### src/rtl/cssub_seq.sv
// Carry-select subtractor, one 4-bit slice per clock; result NIBBLES cycles after accept, held while out_ready_i is low.
// Define CSSUB_SAT_EN to saturate d to 0 whenever the final borrow is set.
module cssub_seq #(
  parameter int NIBBLES = 4
) (
  input  logic                 clk,
  input  logic                 rst_n,
  input  logic                 in_valid_i,
  output logic                 in_ready_o,
  input  logic [4*NIBBLES-1:0] a_i,
  input  logic [4*NIBBLES-1:0] b_i,
  input  logic                 bin_i,
  output logic                 out_valid_o,
  input  logic                 out_ready_i,
  output logic [4*NIBBLES-1:0] d_o,
  output logic                 bout_o
);

  localparam int W  = 4 * NIBBLES;
  localparam int IW = (NIBBLES > 1) ? $clog2(NIBBLES) : 1;
  localparam logic [IW-1:0] LAST = IW'(NIBBLES - 1);

  typedef enum logic [1:0] {
    IDLE = 2'd0,
    RUN  = 2'd1,
    DONE = 2'd2
  } state_t;

  state_t          state_q, state_d;
  logic [W-1:0]    a_q, a_d;
  logic [W-1:0]    b_q, b_d;
  logic [W-1:0]    d_q, d_d;
  logic            brw_q, brw_d;
  logic            bout_q, bout_d;
  logic [IW-1:0]   idx_q, idx_d;

  logic [3:0]      x, y;
  logic [4:0]      cand0, cand1, sel;
  logic            brw_nxt;

  // Both borrow-in candidates are formed up front; the running borrow only picks one.
  assign x       = a_q[{idx_q, 2'b00} +: 4];
  assign y       = b_q[{idx_q, 2'b00} +: 4];
  assign cand0   = {1'b0, x} + {1'b0, ~y} + 5'd1;
  assign cand1   = {1'b0, x} + {1'b0, ~y};
  assign sel     = brw_q ? cand1 : cand0;
  assign brw_nxt = ~sel[4];

  always_comb begin
    state_d = state_q;
    a_d     = a_q;
    b_d     = b_q;
    d_d     = d_q;
    brw_d   = brw_q;
    bout_d  = bout_q;
    idx_d   = idx_q;
    case (state_q)
      IDLE: begin
        if (in_valid_i) begin
          state_d = RUN;
          a_d     = a_i;
          b_d     = b_i;
          brw_d   = bin_i;
          idx_d   = '0;
          d_d     = '0;
        end
      end
      RUN: begin
        d_d[{idx_q, 2'b00} +: 4] = sel[3:0];
        brw_d = brw_nxt;
        if (idx_q == LAST) begin
          state_d = DONE;
          bout_d  = brw_nxt;
`ifdef CSSUB_SAT_EN
          if (brw_nxt) begin
            d_d = '0;
          end
`endif
        end else begin
          idx_d = idx_q + 1'b1;
        end
      end
      DONE: begin
        if (out_ready_i) begin
          state_d = IDLE;
        end
      end
      default: state_d = IDLE;
    endcase
  end

  always_ff @(posedge clk or negedge rst_n) begin
    if (!rst_n) begin
      state_q <= IDLE;
      a_q     <= '0;
      b_q     <= '0;
      d_q     <= '0;
      brw_q   <= 1'b0;
      bout_q  <= 1'b0;
      idx_q   <= '0;
    end else begin
      state_q <= state_d;
      a_q     <= a_d;
      b_q     <= b_d;
      d_q     <= d_d;
      brw_q   <= brw_d;
      bout_q  <= bout_d;
      idx_q   <= idx_d;
    end
  end

  assign in_ready_o  = (state_q == IDLE);
  assign out_valid_o = (state_q == DONE);
  assign d_o         = d_q;
  assign bout_o      = bout_q;

endmodule

### config.mk
export PLATFORM = sky130hd
export DESIGN_NAME = cssub_seq
export DESIGN_NICKNAME = d
export VERILOG_FILES = /design/src/rtl/cssub_seq.sv
export SDC_FILE = /design/constraint.sdc
export NUM_CORES = 1
export LEC_CHECK = 0
export BUFFER_PORTS_ARGS = -buffer_cell sky130_fd_sc_hd__buf_2
export CORE_UTILIZATION = 45
export DETAILED_ROUTE_END_ITERATION = 8
export PLACE_DENSITY = 0.67
export SLEW_MARGIN = 15
export SYNTH_ARGS = -nofsm -noshare
export SYNTH_HDL_FRONTEND = slang
export SYNTH_SLANG_ARGS = --single-unit
### constraint.sdc
create_clock -name clk -period 8.2 [get_ports clk]
set_clock_uncertainty 0.05 [all_clocks]
set_input_delay 1.23 -clock clk [delete_from_list [all_inputs] [get_ports clk]]
set_output_delay 1.23 -clock clk [all_outputs]
set_load 0.01 [all_outputs]
==> results of run 1 <==
==> kinds of logic after synthesis <==
kind of cell	synth area share (%)
flops	52.0
simple gates	8.14
mux	21.6
buf+inv	4.87
compound gates	6.51
fa+ha+maj	5.11
xor+xnor	1.69
==> layer usage <==
layer  track usage [%]  up-vias
li1                  -      848
met5                 0        -
met1              24.2      845
met3              4.24        4
met2              28.1       53
met4              4.44        0
==> synthesized netlist by cell type <==
| cell type | number | area share (%) |
|---|---|---|
| fa_1 | 1 | 0.77 |
| dfrtp_1 | 54 | 52 |
| buf_2 | 2 | 0.39 |
| a211oi_2 | 1 | 0.48 |
| a21o_1 | 1 | 0.29 |
| nor2b_4 | 1 | 0.53 |
| nor3_1 | 1 | 0.19 |
| mux2i_1 | 1 | 0.39 |
| a21oi_1 | 5 | 0.96 |
| mux2_2 | 33 | 14 |
| nand3b_1 | 1 | 0.29 |
| o21ai_0 | 10 | 1.9 |
| or4_4 | 1 | 0.43 |
| o31ai_1 | 1 | 0.29 |
| o22ai_1 | 9 | 2.2 |
| inv_1 | 22 | 3.2 |
| nor2b_1 | 2 | 0.48 |
| nand2b_1 | 2 | 0.48 |
| nand2_1 | 19 | 2.7 |
| xnor2_1 | 3 | 1.0 |
| buf_4 | 4 | 1.2 |
| nor3b_1 | 1 | 0.29 |
| nand2_2 | 1 | 0.24 |
| clkbuf_1 | 1 | 0.14 |
| xor2_1 | 2 | 0.67 |
| ha_1 | 9 | 4.3 |
| nand3_1 | 2 | 0.39 |
| o21ba_2 | 1 | 0.39 |
| mux4_2 | 8 | 6.9 |
| nor2_1 | 11 | 1.6 |
| nor2_2 | 1 | 0.24 |
| and3_1 | 1 | 0.24 |
==> cell type report <==
cell class	instances	area (um2)	area share [%]
Clock buffer	6	82.6	2.71
Clock inverter	1	30.0	0.986
Inverter	22	82.6	2.71
Multi-Input combinational cell	129	1120	36.7
Sequential cell	54	1350	44.4
Tap cell	72	90.1	2.96
Timing Repair Buffer	57	290	9.53
==> metrics by stage <==
stage                     total power [mW]  setup slack (ps)
after floorplan                       1.11              5280
after global placement                1.30              4910
after detailed placement              1.33              4780
after CTS                             1.51              4770
after global routing                  1.63              4540
final                                 1.48              4810
==> sequential cells by signal, summed over array words and instances, names as in the netlist <==
name	count
b_q	16
brw_q	1
idx_q	2
a_q	16
bout_o	1
state_q	2
d_o	16
==> critical path, delay by kind of cell (launching register included) <==
| family | cells | cell delay [ps] |
|---|---|---|
| adders and majority gates | 3 | 750 |
| buffers and inverters | 3 | 220 |
| muxes | 1 | 590 |
| and+or+nand+nor | 3 | 500 |
| DFF | 1 | 800 |
| xor gates and xnor gates | 1 | 220 |
| AOI/OAI and AO/OA | 1 | 140 |
==> power by group through the flow <==
stage               Sequential, mW  Clock, mW  Combinational [mW]
floorplan                    0.465          0               0.647
global placement             0.496          0               0.804
detailed placement           0.502          0               0.826
CTS                          0.496      0.184               0.829
global route                 0.515      0.196               0.919
finish                       0.492      0.178               0.815
==> worst max-delay path by stage <==
stage              from  cells after the start      to
6_report       idx_q[0]                     12  bout_o
5_1_grt        idx_q[0]                     12  bout_o
4_1_cts        idx_q[0]                     12  bout_o
3_5_place_dp   idx_q[0]                     12  bout_o
3_3_place_gp   idx_q[0]                     11  bout_o
2_1_floorplan  idx_q[0]                     13  bout_o
==> results.cfg, run 1 <==
[timing]
maxSlewHeadroom_pct = 53.8
holdWs_ps = 435
maxSlewViolCount = 0
final.setup.tns_ps = 0
rsz0062_at_grt = false
min_period_ps = 3390
finalHoldViolations = 0
period_share_pct = 41.3
setup_viol = 0
worstMarginPinSlew_ps = 693
clock.fmax_mhz = 295

[outcome]
status = finished, final reports clean

[power_and_ir_drop]
p_switching_mw = 0.603
ir_drop_mv = 0.217
p_per_area_mw_per_mm2 = 488
switching_share_pct = 40.6
internal_power_mw = 0.882
leakage_nw = 1.45
p_comb_share_pct = 54.9
seqPwrFrac_pct = 33.1
power_frac_clock_pct = 12.0

[worst_setup_path]
cp_data_arrival_time_ps = 3500
slowest_delay_ps = 800
r2r-start = idx_q[0]
cp_slowest_cell = dfrtp_1
ff2ff_path_depth = 12
critPathMaxFanout = 14
crit_chain = mux4_2 > inv_1 > ha_1 > inv_1 > fa_1 > inv_1 > ha_1 > nor2b_1 > nand2_1 > nor3_1 > xnor2_1 > o21ai_0
crit_type = reg2reg
crit_required_ps = 8320
crit_path_end_kind = register
critPathLaunchType = register
r2r_end = bout_o
cpMostUsedCell = inv_1
ff2ff_setup_slack_ps = 4810

[finish]
stdcell_count = 341
nFillCells = 510
final_layout_size_suffix_gt1_share_pct = 41.3
final_cell_mix = buf_2 (55), dfrtp_1 (54), mux2_2 (33), inv_1 (22), nand2_1 (19)
diodes = 0
fin_area_mm2 = 0.00305
final_util_pct = 55.0
layout.nets = 316
area_growth_pct = 17.3
final_common_cell = buf_2

[clock_tree]
cts_root_buf = clkbuf_8
htreeDepth = 2
clk_pin_slew_worst_paths_ps = 90
clk_latency_ps = 300
cts.repair.resized = 0
numCtsBuffers = 5
cts_max_path_buffers = 2
post_cts_buffers = 0
numClockSinks = 54
cts_tree = built
ctsHoldBuffers = 0

[routing]
drt_iter0_drc = 88
drt_wl_total_um = 4690
via_per_inst = 5.13
drtAntennaViolNets = 0
drc = 0
m1WireLength_um = 2270
dr_total_vias = 1750
dr.pass1.iters = 4
avgRoutedWirePerCell_um = 13.7
wl_met3_um = 235
highest_layer = met4
dr_wl_met2_um = 2150

[hold_path]
hold_start = d_o[11]
whs_endpoint = d_o[11]
hold_class = reg2reg
whs_path_depth = 2

[floorplan]
fp.dieW_um = 78.0
die-area_mm2 = 0.00608
start_util_pct = 46.9
pin_count = 56
row_count = 27
die_h_um = 78.0
core_mm2 = 0.00554

[yosys]
syn_area_per_cell_um2 = 12.2
synth-seq-area-share_pct = 52.0
syn_nets = 259
yosys.cell_types.count = 32
syn_area_mm2 = 0.00260
synth_seq_cells = 54
netlist_instances = 212
yosysWarnings = 0

[placement]
placed_area_mm2 = 0.00293
io_buffers = 55
dp.cells = 334
post-dp-hpwl_um = 3500
gp_congestion = 0.781

[global_route]
grt_first_pass_wirelength_um = 8260
grt_max_degree = 55
grt-ovfl-total = 0
grt_pass1_vias = 1729
antenna_found_initial = 0
grtUsageTotal_pct = 17.6

[run]
drv_cap = 0
No activity file was read; power rests on OpenSTA's default activity.
==> run 2: changes to the inputs <==
--- a/config.mk
+++ b/config.mk
@@ -8,7 +8,7 @@
 export BUFFER_PORTS_ARGS = -buffer_cell sky130_fd_sc_hd__buf_2
 export CORE_UTILIZATION = 45
 export DETAILED_ROUTE_END_ITERATION = 8
-export PLACE_DENSITY = 0.67
+export PLACE_DENSITY = 0.7
 export SLEW_MARGIN = 15
 export SYNTH_ARGS = -nofsm -noshare
 export SYNTH_HDL_FRONTEND = slang
==> constraint.sdc (replaced) <==
create_clock -name clk -period 3 [get_ports clk]
set_clock_uncertainty 0.05 [all_clocks]
set_input_delay 0.45 -clock clk [delete_from_list [all_inputs] [get_ports clk]]
set_output_delay 0.45 -clock clk [all_outputs]
set_load 0.01 [all_outputs]
==> run 2 against run 1 <==
Compared with the run above:
- fmax is 21% higher
- count of clock-buffer cells in the layout stayed put
- highest routed layer unchanged
- global-route usage is 0.15 points higher
==> results.cfg, run 2 (same netlist as run 1, synthesis figures left out) <==
[routing]
dr.pass1.iters = 4
dr_total_vias = 1750
via_per_inst = 5.03
avgRoutedWirePerCell_um = 13.5
drtAntennaViolNets = 0
drc = 0
drt_iter0_drc = 73
drt_wl_total_um = 4710

[finish]
area_growth_pct = 19.5
layout.nets = 322
final_util_pct = 56.0
final_cell_mix = buf_2 (55), dfrtp_1 (53), mux2_2 (33), inv_1 (22), nand2_1 (19)
final_common_cell = buf_2
nFillCells = 504
regArea_mm2 = 0.00135
diodes = 0
final_layout_size_suffix_gt1_share_pct = 43.5
multi_input_area_mm2 = 0.00112

[floorplan]
die-area_mm2 = 0.00608
start_util_pct = 46.9
fp.dieW_um = 78.0
row_count = 27
pin_count = 56
core_mm2 = 0.00554
die_h_um = 78.0

[clock_tree]
numCtsBuffers = 5
cts_tree = built
cts_max_path_buffers = 2
ctsHoldBuffers = 0
clk_latency_ps = 310
cts_root_buf = clkbuf_8
clk_pin_slew_worst_paths_ps = 100
htreeDepth = 2
numClockSinks = 54

[timing]
period_share_pct = 93.4
finalHoldViolations = 0
worstMarginPinSlew_ps = 568
setup_viol = 0
maxSlewHeadroom_pct = 62.1
fin_ws_ps = 197
rsz0062_at_grt = true
holdWs_ps = 75.6
maxSlewViolCount = 0
final.setup.tns_ps = 0
clock.fmax_mhz = 357
min_period_ps = 2800

[power_and_ir_drop]
power_frac_clock_pct = 12.4
p_per_area_mw_per_mm2 = 1330
p_comb_share_pct = 55.9
p_switching_mw = 1.64
seqPwrFrac_pct = 31.7
switching_share_pct = 39.9
ir_drop_mv = 0.560
internal_power_mw = 2.47
leakage_nw = 1.49

[placement]
io_buffers = 55
place_ws_ps = 83.4
post-dp-hpwl_um = 3680
gp_congestion = 0.761

[global_route]
antenna_found_initial = 0
grt-ovfl-total = 0
grt_pass1_vias = 1790
grt_max_degree = 34
grtUsageTotal_pct = 17.8
grt_first_pass_wirelength_um = 8310

[worst_setup_path]
critPathMaxFanout = 7
cp_data_arrival_time_ps = 2930
cp-startpoint = idx_q[0]
crit_type = reg2reg
critPathLaunchType = register
r2r-start = idx_q[0]
crit_path_end_kind = register
crit_required_ps = 3130
critPathCapture = d_o[14]
ff2ff_setup_slack_ps = 200
ff2ff_path_depth = 10
r2r_end = d_o[14]

[run]
drv_cap = 0

[outcome]
status = finished, final reports clean

[hold_path]
hold_class = in2async
run 2: changes by cell type in the layout (fill, tap and decap cells not counted), sizes merged:
cell  change
inv       +1
buf       +6
run 2: metal layers:
| layer | GRT usage (%) | routed length [um] |
|---|---|---|
| met5 | 0 | 0 |
| met4 | 5.56 | 58 |
| met3 | 3.53 | 260 |
| met2 | 28.5 | 2160 |
| met1 | 24.3 | 2230 |
run 2: area by class of cell:
type,instances,area share [%]
Clock inverter,2,1.25
Timing Repair Buffer,63,10.8
Inverter,22,2.66
Multi-Input combinational cell,129,36.1
Sequential cell,54,43.6
Clock buffer,6,2.66
Tap cell,72,2.90
run 2: what timing repair did:
item	in CTS	in global routing
endpoints found under the setup margin	0	14
buffers inserted	0	2
resized for setup	0	2
run 2: through the flow:
| stage | cell area (um2) | std cells | total power [mW] |
|---|---|---|---|
| final | 3100 | 348 | 4.12 |
| after global routing | 3100 | 348 | 4.51 |
| after CTS | 3080 | 346 | 4.14 |
| after detailed placement | 2960 | 338 | 3.63 |
| after global placement | 2960 | 338 | 3.56 |
| after floorplan | 2600 | 212 | 3.04 |
run 2: worst min-delay path by stage:
stage | slack [ps] | to | startpoint
after global routing | 110 | state_q[0] | rst_n
after CTS | 80 | state_q[0] | rst_n
final | 80 | d_o[11] | rst_n
after global placement | 410 | d_o[6] | d_o[6]
after floorplan | 100 | a_q[0] | rst_n
after detailed placement | 420 | d_o[5] | rst_n
run 2: power groups by stage:
stage / combinational (mW) / sequential (mW) / clock, mW
after CTS: 2.31 / 1.31 / 0.525
after detailed placement: 2.31 / 1.33 / 0
after floorplan: 1.77 / 1.27 / 0
after global placement: 2.24 / 1.32 / 0
final: 2.30 / 1.31 / 0.510
after global routing: 2.59 / 1.36 / 0.552
run 2: worst max-delay path, stage by stage, from the launching register on:
cell and delay (ps):
dfrtp_2 450, mux4_2 500, inv_1 60, ha_1 160, inv_1 60, fa_1 490, inv_1 60, ha_1 190
nor2b_2 160, xnor2_1 340, o22ai_1 150
==> run 3: changes to the inputs <==
--- a/config.mk
+++ b/config.mk
@@ -7,8 +7,9 @@
 export LEC_CHECK = 0
 export BUFFER_PORTS_ARGS = -buffer_cell sky130_fd_sc_hd__buf_2
 export CORE_UTILIZATION = 45
+export CTS_BUF_LIST = sky130_fd_sc_hd__clkbuf_16
 export DETAILED_ROUTE_END_ITERATION = 8
-export PLACE_DENSITY = 0.7
+export PLACE_DENSITY_LB_ADDON = 0.05
 export SLEW_MARGIN = 15
 export SYNTH_ARGS = -nofsm -noshare
 export SYNTH_HDL_FRONTEND = slang
==> run 3 against run 2 <==
Compared with the run above:
- register-to-register slack lost 60 ps
- core utilization grew 0.36 points
- fmax shrank 2.1%
- total power grew 3.7%
- die area is the same
==> results.cfg, run 3 (same netlist as run 1, synthesis figures left out) <==
[outcome]
status = finished, final reports clean

[placement]
io_buffers = 55
post-dp-hpwl_um = 3650
gp_congestion = 0.804

[worst_setup_path]
crit_buf_inv = 3
crit_required_ps = 3100
cpMostUsedCell = inv_1
crit_chain = mux4_2 > inv_1 > ha_1 > inv_1 > fa_1 > inv_1 > ha_1 > nor2b_2 > xnor2_1 > o21ai_0
critPathLaunchType = register
crit_path_end_kind = register
cp_data_arrival_time_ps = 2960
cp_top_family = adder cells
crit_type = reg2reg
slowest_delay_ps = 510
cp_slowest_cell = mux4_2
critPathMaxFanout = 4
ff2ff_setup_slack_ps = 140

[routing]
avgRoutedWirePerCell_um = 14.2
dr.pass1.iters = 4
via_per_inst = 5.11
drt_wl_total_um = 4900
dr_total_vias = 1759
drt_iter0_drc = 71
drc = 0
drtAntennaViolNets = 0

[clock_tree]
clk_latency_ps = 290
post_cts_buffers = 0
cts_tree = built
clk_pin_slew_worst_paths_ps = 70
cts_root_buf = clkbuf_16
numClockSinks = 54
cts.repair.resized = 0
htreeDepth = 2
numCtsBuffers = 5
ctsHoldBuffers = 0
cts_max_path_buffers = 2

[timing]
rsz0062_at_grt = true
clock.fmax_mhz = 349
finalHoldViolations = 0
maxSlewViolCount = 0
min_period_ps = 2860
period_share_pct = 95.5
worstMarginPinSlew_ps = 672
holdWs_ps = 235
maxSlewHeadroom_pct = 55.2
setup_viol = 0

[power_and_ir_drop]
power_frac_clock_pct = 14.6
p_comb_share_pct = 54.5
ir_drop_mv = 0.692
power_mw = 4.27
leakage_nw = 1.49
internal_power_mw = 2.57
seqPwrFrac_pct = 30.9
switching_share_pct = 39.8
p_switching_mw = 1.70
p_per_area_mw_per_mm2 = 1370

[floorplan]
row_count = 27
die_h_um = 78.0
pin_count = 56
start_util_pct = 46.9
die-area_mm2 = 0.00608
fp.dieW_um = 78.0
core_mm2 = 0.00554

[finish]
final_layout_size_suffix_gt1_share_pct = 42.6
diodes = 0
layout.nets = 319
final_common_cell = buf_2
nFillCells = 486
area_growth_pct = 20.3
final_util_pct = 56.4
final_cell_mix = buf_2 (55), dfrtp_1 (53), mux2_2 (33), inv_1 (22), nand2_1 (19)

[hold_path]
hold_class = in2async

[global_route]
grt_first_pass_wirelength_um = 8500
grtUsageTotal_pct = 18.3
grt_max_degree = 55
grt-ovfl-total = 0
grt_pass1_vias = 1765
antenna_found_initial = 0

[run]
drv_cap = 0
-- run 3: cell count changes in the layout (fill, tap and decap cells not counted) --
cell / before / now
nor3_2: 0 / 1
nor3_1: 1 / 0
clkbuf_16: 0 / 5
clkinv_1: 0 / 1
clkbuf_8: 6 / 0
inv_6: 1 / 0
buf_4: 8 / 5
-- run 3: final timing paths --
kind | from | to | cells past startpoint
max in group asynchronous | rst_n | idx_q[0] | 2
worst min register to register | d_o[4] | d_o[4] | 2
worst min-delay path | rst_n | d_o[11] | 2
min in group clk | out_ready_i | state_q[1] | 2
worst max register to register | idx_q[0] | d_o[6] | 10
worst max-delay path | idx_q[0] | d_o[6] | 10
-- run 3: area by class of cell --
class                      instances  area (um2)  area share, %
sequential                        54        1350           43.3
multi-input combinational        129        1130           36.1
timing repair buffer              60         313           10.0
clock buffer                       5         125           4.01
tap                               72        90.1           2.88
inverter                          22        82.6           2.64
clock inverter                     2        33.8           1.08
-- run 3: power by group through the flow --
stage / clock network, mW / logic, mW / registers (mW)
detailed placement: 0 / 2.33 / 1.33
finish: 0.624 / 2.32 / 1.32
CTS: 0.642 / 2.35 / 1.32
global placement: 0 / 2.29 / 1.35
global route: 0.673 / 2.62 / 1.37
floorplan: 0 / 1.77 / 1.27
-- run 3: stage by stage --
stage / setup TNS, ps / std cells / cell area [um2] / setup slack [ps]
after floorplan: 0 / 212 / 2600 / 78.0
after global placement: 0 / 337 / 2960 / 166
after detailed placement: 0 / 337 / 2960 / 82.3
after CTS: 0 / 344 / 3110 / 79.2
after global routing: -230 / 344 / 3120 / -67.8
final: 0 / 344 / 3120 / 136
-- run 3: layer usage --
layer / share of wire (%) / global-route usage [%] / up-vias
li1: - / - / 853
met1: 52 / 27.6 / 858
met2: 43 / 25.9 / 44
met3: 4.2 / 4.82 / 4
met4: 0.76 / 5.00 / 0
met5: 0 / 0 / -
